===== src/rtl/cu_pkg.sv =====
`default_nettype none
// +----------------------------------------------------------------------+
// | cu_pkg: opcode/state enums and divide special-case results           |
// | Revision: 1.0                                                        |
// +----------------------------------------------------------------------+
package cu_pkg;

  typedef enum logic [2:0] {
    OP_MUL    = 3'd0,
    OP_MULH   = 3'd1,
    OP_MULHSU = 3'd2,
    OP_MULHU  = 3'd3,
    OP_DIV    = 3'd4,
    OP_DIVU   = 3'd5,
    OP_REM    = 3'd6,
    OP_REMU   = 3'd7
  } cu_op_t;

  typedef enum logic [1:0] {
    IDLE = 2'd0,
    MUL  = 2'd1,
    DIV  = 2'd2,
    FIX  = 2'd3
  } cu_state_t;

  localparam logic [31:0] c_DIV0_QUOT = 32'hFFFF_FFFF;
  localparam logic [31:0] c_OVF_QUOT  = 32'h8000_0000;
  localparam logic [31:0] c_OVF_REM   = 32'h0000_0000;
  localparam logic [31:0] c_INT_MIN   = 32'h8000_0000;
  localparam logic [31:0] c_NEG_ONE   = 32'hFFFF_FFFF;

  function automatic logic [31:0] neg_if(input logic i_en, input logic [31:0] i_val);
    return i_en ? (~i_val + 32'd1) : i_val;
  endfunction

endpackage
`default_nettype wire


===== src/rtl/cu_div_core.sv =====
`default_nettype none
// +----------------------------------------------------------------------+
// | cu_div_core: unsigned restoring divider, one quotient bit per step   |
// | Revision: 1.0                                                        |
// +----------------------------------------------------------------------+
module cu_div_core
  import cu_pkg::*;
#(
  parameter int DIV_ITERS = 32
) (
  input  logic        clk,
  input  logic        rst,
  input  logic        i_clear,
  input  logic        i_start,
  input  logic        i_step,
  input  logic [31:0] i_dividend,
  input  logic [31:0] i_divisor,
  output logic        o_done,
  output logic [31:0] o_quot,
  output logic [31:0] o_rem
);

  localparam int                 c_CNT_W = $clog2(DIV_ITERS);
  localparam logic [c_CNT_W-1:0] c_LAST  = c_CNT_W'(DIV_ITERS - 1);

  logic [31:0]        r_quot;
  logic [32:0]        r_rem;
  logic [31:0]        r_div;
  logic [c_CNT_W-1:0] r_cnt;

  logic [33:0] w_shift;
  logic [33:0] w_diff;
  logic        w_keep;

  // Dividend bits enter the remainder from the top of the quotient register.
  assign w_shift = {r_rem, r_quot[31]};
  assign w_diff  = w_shift - {2'b00, r_div};
  assign w_keep  = ~w_diff[33];

  always_ff @(posedge clk or posedge rst) begin
    if (rst) begin
      r_quot <= '0;
      r_rem  <= '0;
      r_div  <= '0;
      r_cnt  <= '0;
    end else if (i_clear) begin
      r_cnt <= '0;
    end else if (i_start) begin
      r_quot <= i_dividend;
      r_rem  <= '0;
      r_div  <= i_divisor;
      r_cnt  <= '0;
    end else if (i_step) begin
      r_rem  <= w_keep ? w_diff[32:0] : w_shift[32:0];
      r_quot <= {r_quot[30:0], w_keep};
      r_cnt  <= r_cnt + c_CNT_W'(1);
    end
  end

  assign o_done = i_step & (r_cnt == c_LAST);
  assign o_quot = r_quot;
  assign o_rem  = r_rem[31:0];

endmodule
`default_nettype wire


===== src/rtl/complex_unit.sv =====
`default_nettype none
// +----------------------------------------------------------------------+
// | complex_unit: iterative RV32M multiply/divide responder              |
// | Revision: 1.0                                                        |
// +----------------------------------------------------------------------+
module complex_unit
  import cu_pkg::*;
#(
  parameter int DIV_ITERS = 32
) (
  input  logic        cpu_clk_i,
  input  logic        cpu_rst_i,
  input  logic        flush_i,
  input  logic        cu_valid_i,
  input  logic [2:0]  cu_opcode_i,
  input  logic [31:0] cu_operand1_i,
  input  logic [31:0] cu_operand2_i,
  output logic        busy_o,
  output logic [31:0] result_o,
  output logic        wb_valid_o
);

  cu_state_t   r_state;
  cu_state_t   w_next;
  cu_op_t      r_op;
  logic [31:0] r_op1;
  logic [31:0] r_op2;
  logic        r_sign1;
  logic        r_sign2;
  logic [31:0] r_result;
  logic        r_wb_valid;

  logic        w_accept;
  logic        w_start;
  logic        w_step;
  logic        w_set_wb;
  logic [31:0] w_wb_data;

  // Request-side decode, evaluated on the raw inputs at acceptance.
  logic        w_req_signed;
  logic        w_req_rem;
  logic        w_div_zero;
  logic        w_ovf;
  logic [31:0] w_abs1;
  logic [31:0] w_abs2;

  assign w_req_signed = ~cu_opcode_i[0];
  assign w_req_rem    = cu_opcode_i[1];
  assign w_div_zero   = (cu_operand2_i == 32'd0);
  assign w_ovf        = w_req_signed & (cu_operand1_i == c_INT_MIN) & (cu_operand2_i == c_NEG_ONE);
  assign w_abs1       = neg_if(w_req_signed & cu_operand1_i[31], cu_operand1_i);
  assign w_abs2       = neg_if(w_req_signed & cu_operand2_i[31], cu_operand2_i);

  // Multiply: 33-bit extended operands widened to 64 bits give the same low
  // 64 product bits as the 33x33 signed multiply.
  logic        w_ext1;
  logic        w_ext2;
  logic [63:0] w_mul_a;
  logic [63:0] w_mul_b;
  logic [63:0] w_prod;
  logic [31:0] w_mul_res;

  assign w_ext1    = ((r_op == OP_MULH) || (r_op == OP_MULHSU)) & r_sign1;
  assign w_ext2    = (r_op == OP_MULH) & r_sign2;
  assign w_mul_a   = {{32{w_ext1}}, r_op1};
  assign w_mul_b   = {{32{w_ext2}}, r_op2};
  assign w_prod    = w_mul_a * w_mul_b;
  assign w_mul_res = (r_op == OP_MUL) ? w_prod[31:0] : w_prod[63:32];

  logic        w_div_done;
  logic [31:0] w_quot;
  logic [31:0] w_rem;
  logic        w_div_signed;
  logic        w_div_rem;
  logic [31:0] w_quot_fix;
  logic [31:0] w_rem_fix;
  logic [31:0] w_div_res;

  cu_div_core #(
    .DIV_ITERS (DIV_ITERS)
  ) u_div_core (
    .clk        (cpu_clk_i),
    .rst        (cpu_rst_i),
    .i_clear    (flush_i),
    .i_start    (w_start),
    .i_step     (w_step),
    .i_dividend (w_abs1),
    .i_divisor  (w_abs2),
    .o_done     (w_div_done),
    .o_quot     (w_quot),
    .o_rem      (w_rem)
  );

  assign w_div_signed = (r_op == OP_DIV) || (r_op == OP_REM);
  assign w_div_rem    = (r_op == OP_REM) || (r_op == OP_REMU);
  assign w_quot_fix   = neg_if(w_div_signed & (r_sign1 ^ r_sign2), w_quot);
  assign w_rem_fix    = neg_if(w_div_signed & r_sign1, w_rem);
  assign w_div_res    = w_div_rem ? w_rem_fix : w_quot_fix;

  always_ff @(posedge cpu_clk_i or posedge cpu_rst_i) begin
    if (cpu_rst_i) begin
      r_state <= IDLE;
    end else begin
      r_state <= w_next;
    end
  end

  always_comb begin
    w_next    = r_state;
    w_accept  = 1'b0;
    w_start   = 1'b0;
    w_step    = 1'b0;
    w_set_wb  = 1'b0;
    w_wb_data = 32'd0;
    if (flush_i) begin
      w_next = IDLE;
    end else begin
      case (r_state)
        IDLE: begin
          if (cu_valid_i) begin
            w_accept = 1'b1;
            if (!cu_opcode_i[2]) begin
              w_next = MUL;
            end else if (w_div_zero) begin
              w_set_wb  = 1'b1;
              w_wb_data = w_req_rem ? cu_operand1_i : c_DIV0_QUOT;
            end else if (w_ovf) begin
              w_set_wb  = 1'b1;
              w_wb_data = w_req_rem ? c_OVF_REM : c_OVF_QUOT;
            end else begin
              w_start = 1'b1;
              w_next  = DIV;
            end
          end
        end
        MUL: begin
          w_set_wb  = 1'b1;
          w_wb_data = w_mul_res;
          w_next    = IDLE;
        end
        DIV: begin
          w_step = 1'b1;
          if (w_div_done) begin
            w_next = FIX;
          end
        end
        FIX: begin
          w_set_wb  = 1'b1;
          w_wb_data = w_div_res;
          w_next    = IDLE;
        end
        default: w_next = IDLE;
      endcase
    end
  end

  always_ff @(posedge cpu_clk_i or posedge cpu_rst_i) begin
    if (cpu_rst_i) begin
      r_op       <= OP_MUL;
      r_op1      <= '0;
      r_op2      <= '0;
      r_sign1    <= 1'b0;
      r_sign2    <= 1'b0;
      r_result   <= '0;
      r_wb_valid <= 1'b0;
    end else begin
      r_wb_valid <= w_set_wb;
      if (w_set_wb) begin
        r_result <= w_wb_data;
      end
      if (w_accept) begin
        r_op    <= cu_op_t'(cu_opcode_i);
        r_op1   <= cu_operand1_i;
        r_op2   <= cu_operand2_i;
        r_sign1 <= cu_operand1_i[31];
        r_sign2 <= cu_operand2_i[31];
      end
    end
  end

  assign busy_o     = (r_state != IDLE);
  assign result_o   = r_result;
  assign wb_valid_o = r_wb_valid;

endmodule
`default_nettype wire

===== config.mk =====
export PLATFORM = sky130hd
export DESIGN_NAME = complex_unit
export DESIGN_NICKNAME = d
export VERILOG_FILES = /design/src/rtl/cu_pkg.sv /design/src/rtl/cu_div_core.sv /design/src/rtl/complex_unit.sv
export SDC_FILE = /design/constraint.sdc
export NUM_CORES = 2
export LEC_CHECK = 0
export CORE_MARGIN = 5
export CORE_UTILIZATION = 30
export CTS_BUF_LIST = sky130_fd_sc_hd__clkbuf_8
export DETAILED_ROUTE_END_ITERATION = 7
export GPL_ROUTABILITY_DRIVEN = 0
export HOLD_SLACK_MARGIN = 0.12
export PLACE_DENSITY = 0.46
export RECOVER_POWER = 100
export SLEW_MARGIN = 20
export SYNTH_ARGS = -nofsm -noshare
export SYNTH_HDL_FRONTEND = slang
export SYNTH_SLANG_ARGS = --single-unit

===== constraint.sdc =====
create_clock -name cpu_clk_i -period 20.8 [get_ports cpu_clk_i]
set_input_delay 5.2 -clock cpu_clk_i [delete_from_list [all_inputs] [get_ports cpu_clk_i]]
set_output_delay 5.2 -clock cpu_clk_i [all_outputs]
set_load 0.1 [all_outputs]

Word-level counts from Yosys, hierarchy flattened
Cells that the tools add are included.

cells by class
  $add $sub $neg = 6
  multiply operators = 1
  equal/unequal tests = 15
  mux-type cells = 46
  bitwise logic cells = 17
  reduce and logical (&&, ||, !) cells = 13

operator list
  kind                                           number
  two-way mux 32 bit                             15
  adder 32 x 1 -> 32 bit, second input constant  4
  inverter 32 bit                                4
  two-way mux 33 bit                             3
  one-hot mux 32 bit (3 select lines)            1
  == test 32 bit, second input constant          2
  multiplier 33 x 33 -> 64 bit                   1
  subtractor 34 x 32 -> 34 bit                   1
  logical NOT 32 bit                             1
  two-way mux 1 bit                              16
  two-way mux 5 bit                              3
  two-way mux 2 bit                              6
  AND 1 bit                                      9
  == test 3 bit, second input constant           3
  inequality test 4 bit, second input constant   2
  one-hot mux 2 bit (3 select lines)             1
  adder 5 x 1 -> 5 bit, second input constant    1
  == test 5 bit, second input constant           1
  == test 2 bit, second input constant           2
  AND reduction 2 bit                            2
  AND reduction 4 bit                            1
  nonzero test 2 bit                             2
  == test 3 x 1 -> 1 bit, second input constant  1
  == test 3 x 2 -> 1 bit, second input constant  1
  11 further kinds                               15

storage, ports and cells
  bits in registers = 206
  bits of input ports = 71
  output and inout bits = 34
  word-level logic and storage cells = 110

Longest topological paths before layout
  depth after elaboration = 11
  depth in mapped cells = 32
  gate-level depth less buffers = 29

Cells and area by module
From an unflattened synthesis, not the netlist that was laid out.

second synthesis, totals
  cells, all modules = 5914
  area, all modules = 52409.0 sq um

modules (own cells, without submodules)
  module        times used  cells each  area an instance (sq um)  sequential area each (sq um)
  complex_unit  1           5151        45691.3                   2552.4
  cu_div_core   1           763         6717.7                    2552.4

Worst setup path after synthesis
Ideal clock, no wire load.

  path type = register to register
  start point = register r_op[1]
  end point = register r_result[28], in the netlist result_o[28]
  setup time = 0.067 ns
  arrival = 8.468 ns
  slack = 12.265 ns
  stages on the path, launching flop included = 30
  buffers on the path = 3
  cells stage by stage = dfrtp_1 clkbuf_1 xnor2_1 nor3b_1 clkbuf_1 nand2_1 fa_1 fa_1 inv_1 fa_1 inv_1 fa_1 inv_1 fa_1 fa_1 fa_1 inv_1 fa_1 inv_1 ha_1 clkbuf_1 inv_1 o21bai_1 a2111oi_0 o41ai_1 nor3_1 a211oi_1 a21oi_1 o311ai_0 o21a_1

between the ends
  word-level cells in the longest chain between the ends = 7
  elaborated cells on any way between the ends = 20

ends and longest elaborated chain
  element                                                             RTL line                                                    source
  start: declaration                                                  complex_unit.sv:25                                          cu_op_t r_op;
  start signal: assignment                                            complex_unit.sv:172                                         r_op <= cu_op_t'(cu_opcode_i);
  == test 3 x 1 -> 1 bit, or another cell as far along                complex_unit.sv:63, complex_unit.sv:64
  logical OR 1 bit (on tied branches)                                 complex_unit.sv:63, complex_unit.sv:94
  AND 1 bit (on tied branches)                                        complex_unit.sv:63, complex_unit.sv:96, complex_unit.sv:97
  multiplier 33 x 33 -> 64 bit or two-way mux 32 bit (tied branches)  complex_unit.sv:67, cu_pkg.sv:33
  two-way mux 32 bit (on tied branches)                               complex_unit.sv:68, complex_unit.sv:98
  one-hot mux 32 bit (3 select lines) (*)                             complex_unit.sv:118                                         case (r_state)
  two-way mux 32 bit (*)                                              complex_unit.sv:115                                         if (flush_i) begin
  end signal: assignment                                              complex_unit.sv:169                                         r_result <= w_wb_data;
  end: declaration                                                    complex_unit.sv:30                                          logic [31:0] r_result;

Mark *: on every way between the ends. The rest lies on a longest branch, timed or not.
A chain may end at the register's enable or synchronous reset.

Worst setup path in the final report
  start point = input port cu_operand2_i[13]
  end point = register u_div_core.r_quot[0], in the netlist u_div_core.o_quot[0]

between the ends
  word-level cells in the longest chain between the ends = 10
  elaborated cells on any way between the ends = 12

ends and longest elaborated chain
  element                               RTL line             source
  start: declaration                    complex_unit.sv:17   input logic [31:0] cu_operand2_i,
  == test 32 bit                        complex_unit.sv:50   assign w_ovf = w_req_signed & (cu_operand1_i == c_INT_MIN) & (cu_operand2_i == c_NEG_ONE);
  AND 1 bit                             complex_unit.sv:50
  two-way mux 1 bit                     complex_unit.sv:127  end else if (w_ovf) begin
  two-way mux 1 bit (*)                 complex_unit.sv:124  end else if (w_div_zero) begin
  two-way mux 1 bit (*)                 complex_unit.sv:122  if (!cu_opcode_i[2]) begin
  two-way mux 1 bit (*)                 complex_unit.sv:120  if (cu_valid_i) begin
  two-way mux 1 bit (*)                 complex_unit.sv:118
  two-way mux 1 bit (*)                 complex_unit.sv:115
  nonzero test 2 bit (no source line)   -
  AND reduction 2 bit (no source line)  -
  end signal: assignment                cu_div_core.sv:49    r_quot <= i_dividend;
  end signal: assignment                cu_div_core.sv:55    r_quot <= {r_quot[30:0], w_keep};
  end: declaration                      cu_div_core.sv:26    logic [31:0] r_quot;

Marked as above.

==> results.md <==
- The run finished, with violations left.
- The checks that failed: max-capacitance violations, max-slew violations.
- STA puts the critical path data arrival time at 12140 ps.
- In this run the worst setup path begins at cu_operand2_i[13].
- The slowest stage of the critical path is the sky130_fd_sc_hd__nor2_1 cell.
- For hold timing, the worst endpoint is u_div_core.r_cnt[3]$_DFFE_PP0P_.
- The aggregate global routing overflow is 0.
- Clock-pin slew was measured on the worst setup and hold paths at 70 ps.
- The global-route wire length before repair is ~260 mm.
- After synthesis, the netlist uses 91 different library cells.
- In the layout the commonest cells are sky130_fd_sc_hd__inv_1, sky130_fd_sc_hd__fa_1, sky130_fd_sc_hd__nand2_1, sky130_fd_sc_hd__and2_1, sky130_fd_sc_hd__ha_1.
- After synthesis, the mean cell area works out to 8.88 sq um.
- The detail route stage leaves a number of antenna-violating nets equal to 0.
- The setup check on the worst reg-to-reg path leaves a slack of around 10000 ps.
- The ratio of routed vias to standard cells is a little under 5.
- By area the synthesized netlist is led by sky130_fd_sc_hd__fa_1, sky130_fd_sc_hd__dfrtp_1, sky130_fd_sc_hd__inv_1, sky130_fd_sc_hd__nand2_1, sky130_fd_sc_hd__ha_1.
- For the worst setup path, the data required time is 21270 ps.
- The maximum clock skew at final layout is around 46 ps.
- In this run the critical register-to-register path is launched from r_op1[31]$_DFFE_PP0P_.
- Buffers inserted to repair hold after CTS numbered 0.
- The per-cell routed wire length is about 21 um.
- Setup total negative slack on the finished layout was measured at 0 ps.
- Clock tree synthesis inserted a total of 38 buffers.
- Port buffering added 104 buffers.
- The initial utilization of the core area, before any placement, comes to 0.302.
- The final layout contains 7185 nets.
- The signal on the critical path passes through dlygate4sd3_1, or4_1, nor4_1, and3_1, nand2_1, o32ai_1, nor3_2, clkbuf_1, nor2_1, clkbuf_1, inv_1, o221ai_1.
- The floorplan step defined a die boundary enclosing 0.181 sq mm.
- STA classifies the critical path startpoint as a primary input.
- The min-delay analysis places its worst path in the category register to register.
- Counting every net in the synthesized netlist gives roughly 7300.
- The kind of end point of the critical path is a register.
- The biggest cell delay along the critical path is 1130 ps.
- Of the synthesized area, sequential elements account for 0.0986.
- The normalized max-slew margin is -1.76.
- In this run the worst path has a maximum fanout of between 60 and 70.
- Entering global routing, the biggest net connects slightly above 70 pins.
- The die is roughly 430 um wide.
- Of the post-synthesis cell area, the dominant cell type holds 0.435.
- The site row count is 152.
- The source of the worst hold timing path is u_div_core.r_cnt[3]$_DFFE_PP0P_.
- The count of cells resized by post-cts repair is 0.
- The post-synthesis instance area is roughly 0.052 sq mm.
- The number of levels the H-tree was split into is 2.
- In the final layout, the share of cells above drive strength 1 is 0.0416.
- In this design, the critical path's most frequently occurring cell is sky130_fd_sc_hd__clkbuf_1.
- Relative to the synthesized area, the layout overhead comes to 7.85%.
- The area of all sequential standard cells is roughly 0.005 sq mm.
- Setup repair after global routing left no endpoint under its margin.
- In the synthesized netlist, the number of instances is ~5800.
- The critical path in this run is classified as primary input to register.
- The number of post-CTS setup repair buffers is 0.
- The endpoint identified for the worst register-to-register timing path is result_o[23]$_DFFE_PP0P_.
- After the first detailed-routing iteration, the DRC count stood at between 2000 and 2500.
- Summing all multi-input logic gate instances after layout gives 0.0407 sq mm.
- The tree is rooted in a sky130_fd_sc_hd__clkbuf_8.
- The layout filler cell count is roughly 18000.
- The pin slew with the least headroom to its limit is between 4000 and 5000 ps.
- The final wirelength is between 150 and 200 mm.
- The maximum achievable frequency is between 80 and 90 MHz.
- The portion of the clock cycle consumed by the worst path in the final layout is 0.561.
- The proportion of register bits with asynchronous set or reset after synthesis is 1.00.
- The flip-flop and latch count after synthesis is a little over 200.
- The final route contains slightly below 40000 vias.
- The most common library cell in the layout ignoring fill and taps is sky130_fd_sc_hd__inv_1.
- The I/O pin total is ~110.
- The post-route DRC violation count is 0.
- Clock tree synthesis found a total of slightly above 200 sinks.
- The final-report max-slew violation count came to 429.
- Along the worst hold path, the cell count comes to 1.
- The max-cap violation count is 8.
- After floorplanning, the core was sized to cover around 0.17 sq mm.
- The first TritonRoute pass finished after 6 iterations.
- The initial antenna violation count is 6.
- The most instantiated flip-flop cell in the synthesis netlist is sky130_fd_sc_hd__dfrtp_1.
- The number of global-route vias before repair came to 42400.
- The number of synthesized flops with an enable pin is 0.
- The maximum buffer depth of the clock tree is 3.
- The total count of hold-check failures in the final report is 0.
- In the global route stage, overall resource usage came out at 0.188.
- For this run, the number of Yosys warnings is 0.
- The biggest area contributor in the post-synthesis netlist is sky130_fd_sc_hd__fa_1.
- For the finished layout, the period the worst path requires is roughly 12000 ps.
- At the later pin of the worst-skew pair, clock insertion delay measures between 500 and 600 ps.
- Setup violations remaining at the end of the flow were counted as 0.
- The placed wire-length estimate after detailed placement is 136 mm.
- The clock tree from TritonCTS is built.
- The number of cells traversed by the worst register-to-register path is 27.
- The die is around 430 um tall.
==> metrics by stage <==
step | instances | cell area [sq um] | utilization | setup slack, ps | hold slack (ps)
global placement | 8005 | 55100 | 0.321 | 10690 | 464
global route | 8073 | 55800 | 0.325 | 8440 | 522
finish | 8078 | 55800 | 0.325 | 9140 | 489
detailed placement | 8005 | 55100 | 0.321 | 10640 | 477
floorplan | 5832 | 51800 | - | 10030 | 442
CTS | 8072 | 55900 | 0.326 | 11180 | 489
==> Yosys cell counts, types with 14 or more instances <==
library cell / n
sky130_fd_sc_hd__fa_1: 1126
sky130_fd_sc_hd__or3_1: 18
sky130_fd_sc_hd__nor2b_1: 15
sky130_fd_sc_hd__a21o_1: 34
sky130_fd_sc_hd__xor2_1: 90
sky130_fd_sc_hd__o21bai_1: 15
sky130_fd_sc_hd__xnor2_1: 117
sky130_fd_sc_hd__nand2b_1: 15
sky130_fd_sc_hd__nor2_1: 189
sky130_fd_sc_hd__dfrtp_1: 204
sky130_fd_sc_hd__o31ai_1: 26
sky130_fd_sc_hd__or2_2: 14
sky130_fd_sc_hd__ha_1: 252
sky130_fd_sc_hd__a31oi_1: 21
sky130_fd_sc_hd__inv_1: 1239
sky130_fd_sc_hd__a21oi_1: 171
sky130_fd_sc_hd__or4_1: 17
sky130_fd_sc_hd__nand4_1: 32
sky130_fd_sc_hd__mux2_2: 66
sky130_fd_sc_hd__o21a_1: 15
sky130_fd_sc_hd__a221o_1: 21
sky130_fd_sc_hd__and2_1: 323
sky130_fd_sc_hd__o21ai_0: 216
sky130_fd_sc_hd__clkbuf_1: 307
sky130_fd_sc_hd__o211ai_1: 28
sky130_fd_sc_hd__nand3_1: 68
sky130_fd_sc_hd__mux2i_1: 29
sky130_fd_sc_hd__a211oi_1: 14
sky130_fd_sc_hd__and3_1: 17
sky130_fd_sc_hd__nand2_1: 919
sky130_fd_sc_hd__nor3_1: 33
==> per-layer routing <==
layer	up-vias	wire, um	track usage
li1	17500	-	-
met1	20900	75500	0.263
met2	910	80500	0.319
met3	190	6340	0.0117
met4	2	5130	0.0454
met5	-	13	0
==> logic make-up (layout without fill, tap and decap cells) <==
family | after synthesis | after routing | share of synthesized area
xor gates and xnor gates | 207 | 207 | 0.0350
muxes | 95 | 95 | 0.0200
and+or+nand+nor | 1702 | 1702 | 0.153
DFF | 204 | 204 | 0.0986
other | 0 | 5 | 0
adders and majority gates | 1378 | 1378 | 0.496
AOI/OAI and AO/OA | 677 | 677 | 0.0828
buffers and inverters | 1569 | 1500 | 0.115
==> area by class of cell <==
class / instances / area share
clock buffer: 46 / 0.0113
inverter: 1240 / 0.0834
clock inverter: 21 / 0.00220
tap: 2310 / 0.0518
timing repair buffer: 193 / 0.0300
sequential: 204 / 0.0915
multi-input combinational: 4059 / 0.730
antenna: 5 / 0.000224
==> worst max-delay path, delay by kind of cell <==
kind | cells | cell delay (ps)
compound gates | 2 | 910
buf+inv | 4 | 2920
simple gates | 6 | 3080
==> sequential cells by signal, summed over array words and instances (netlist names), 3 cells and up <==
name and cells:
u_div_core.r_rem 33, r_op2 32, u_div_core.o_quot 32, r_op 3, u_div_core.r_div 32, r_op1 32
u_div_core.r_cnt 5, result_o 32
==> how the worst max path moves through the flow <==
stage,end,cells past startpoint
after floorplan,r_op1[0]$_DFFE_PP0P_,1
after global placement,result_o[1]$_DFFE_PP0P_,12
after detailed placement,result_o[1]$_DFFE_PP0P_,12
after CTS,result_o[28]$_DFFE_PP0P_,27
after global routing,result_o[23]$_DFFE_PP0P_,3
final,u_div_core.o_quot[0]$_DFFE_PP0P_,12
Power is left out: the tool's default activity adds up to more than one toggle a clock period on the data nets, which glitch-free logic cannot reach.
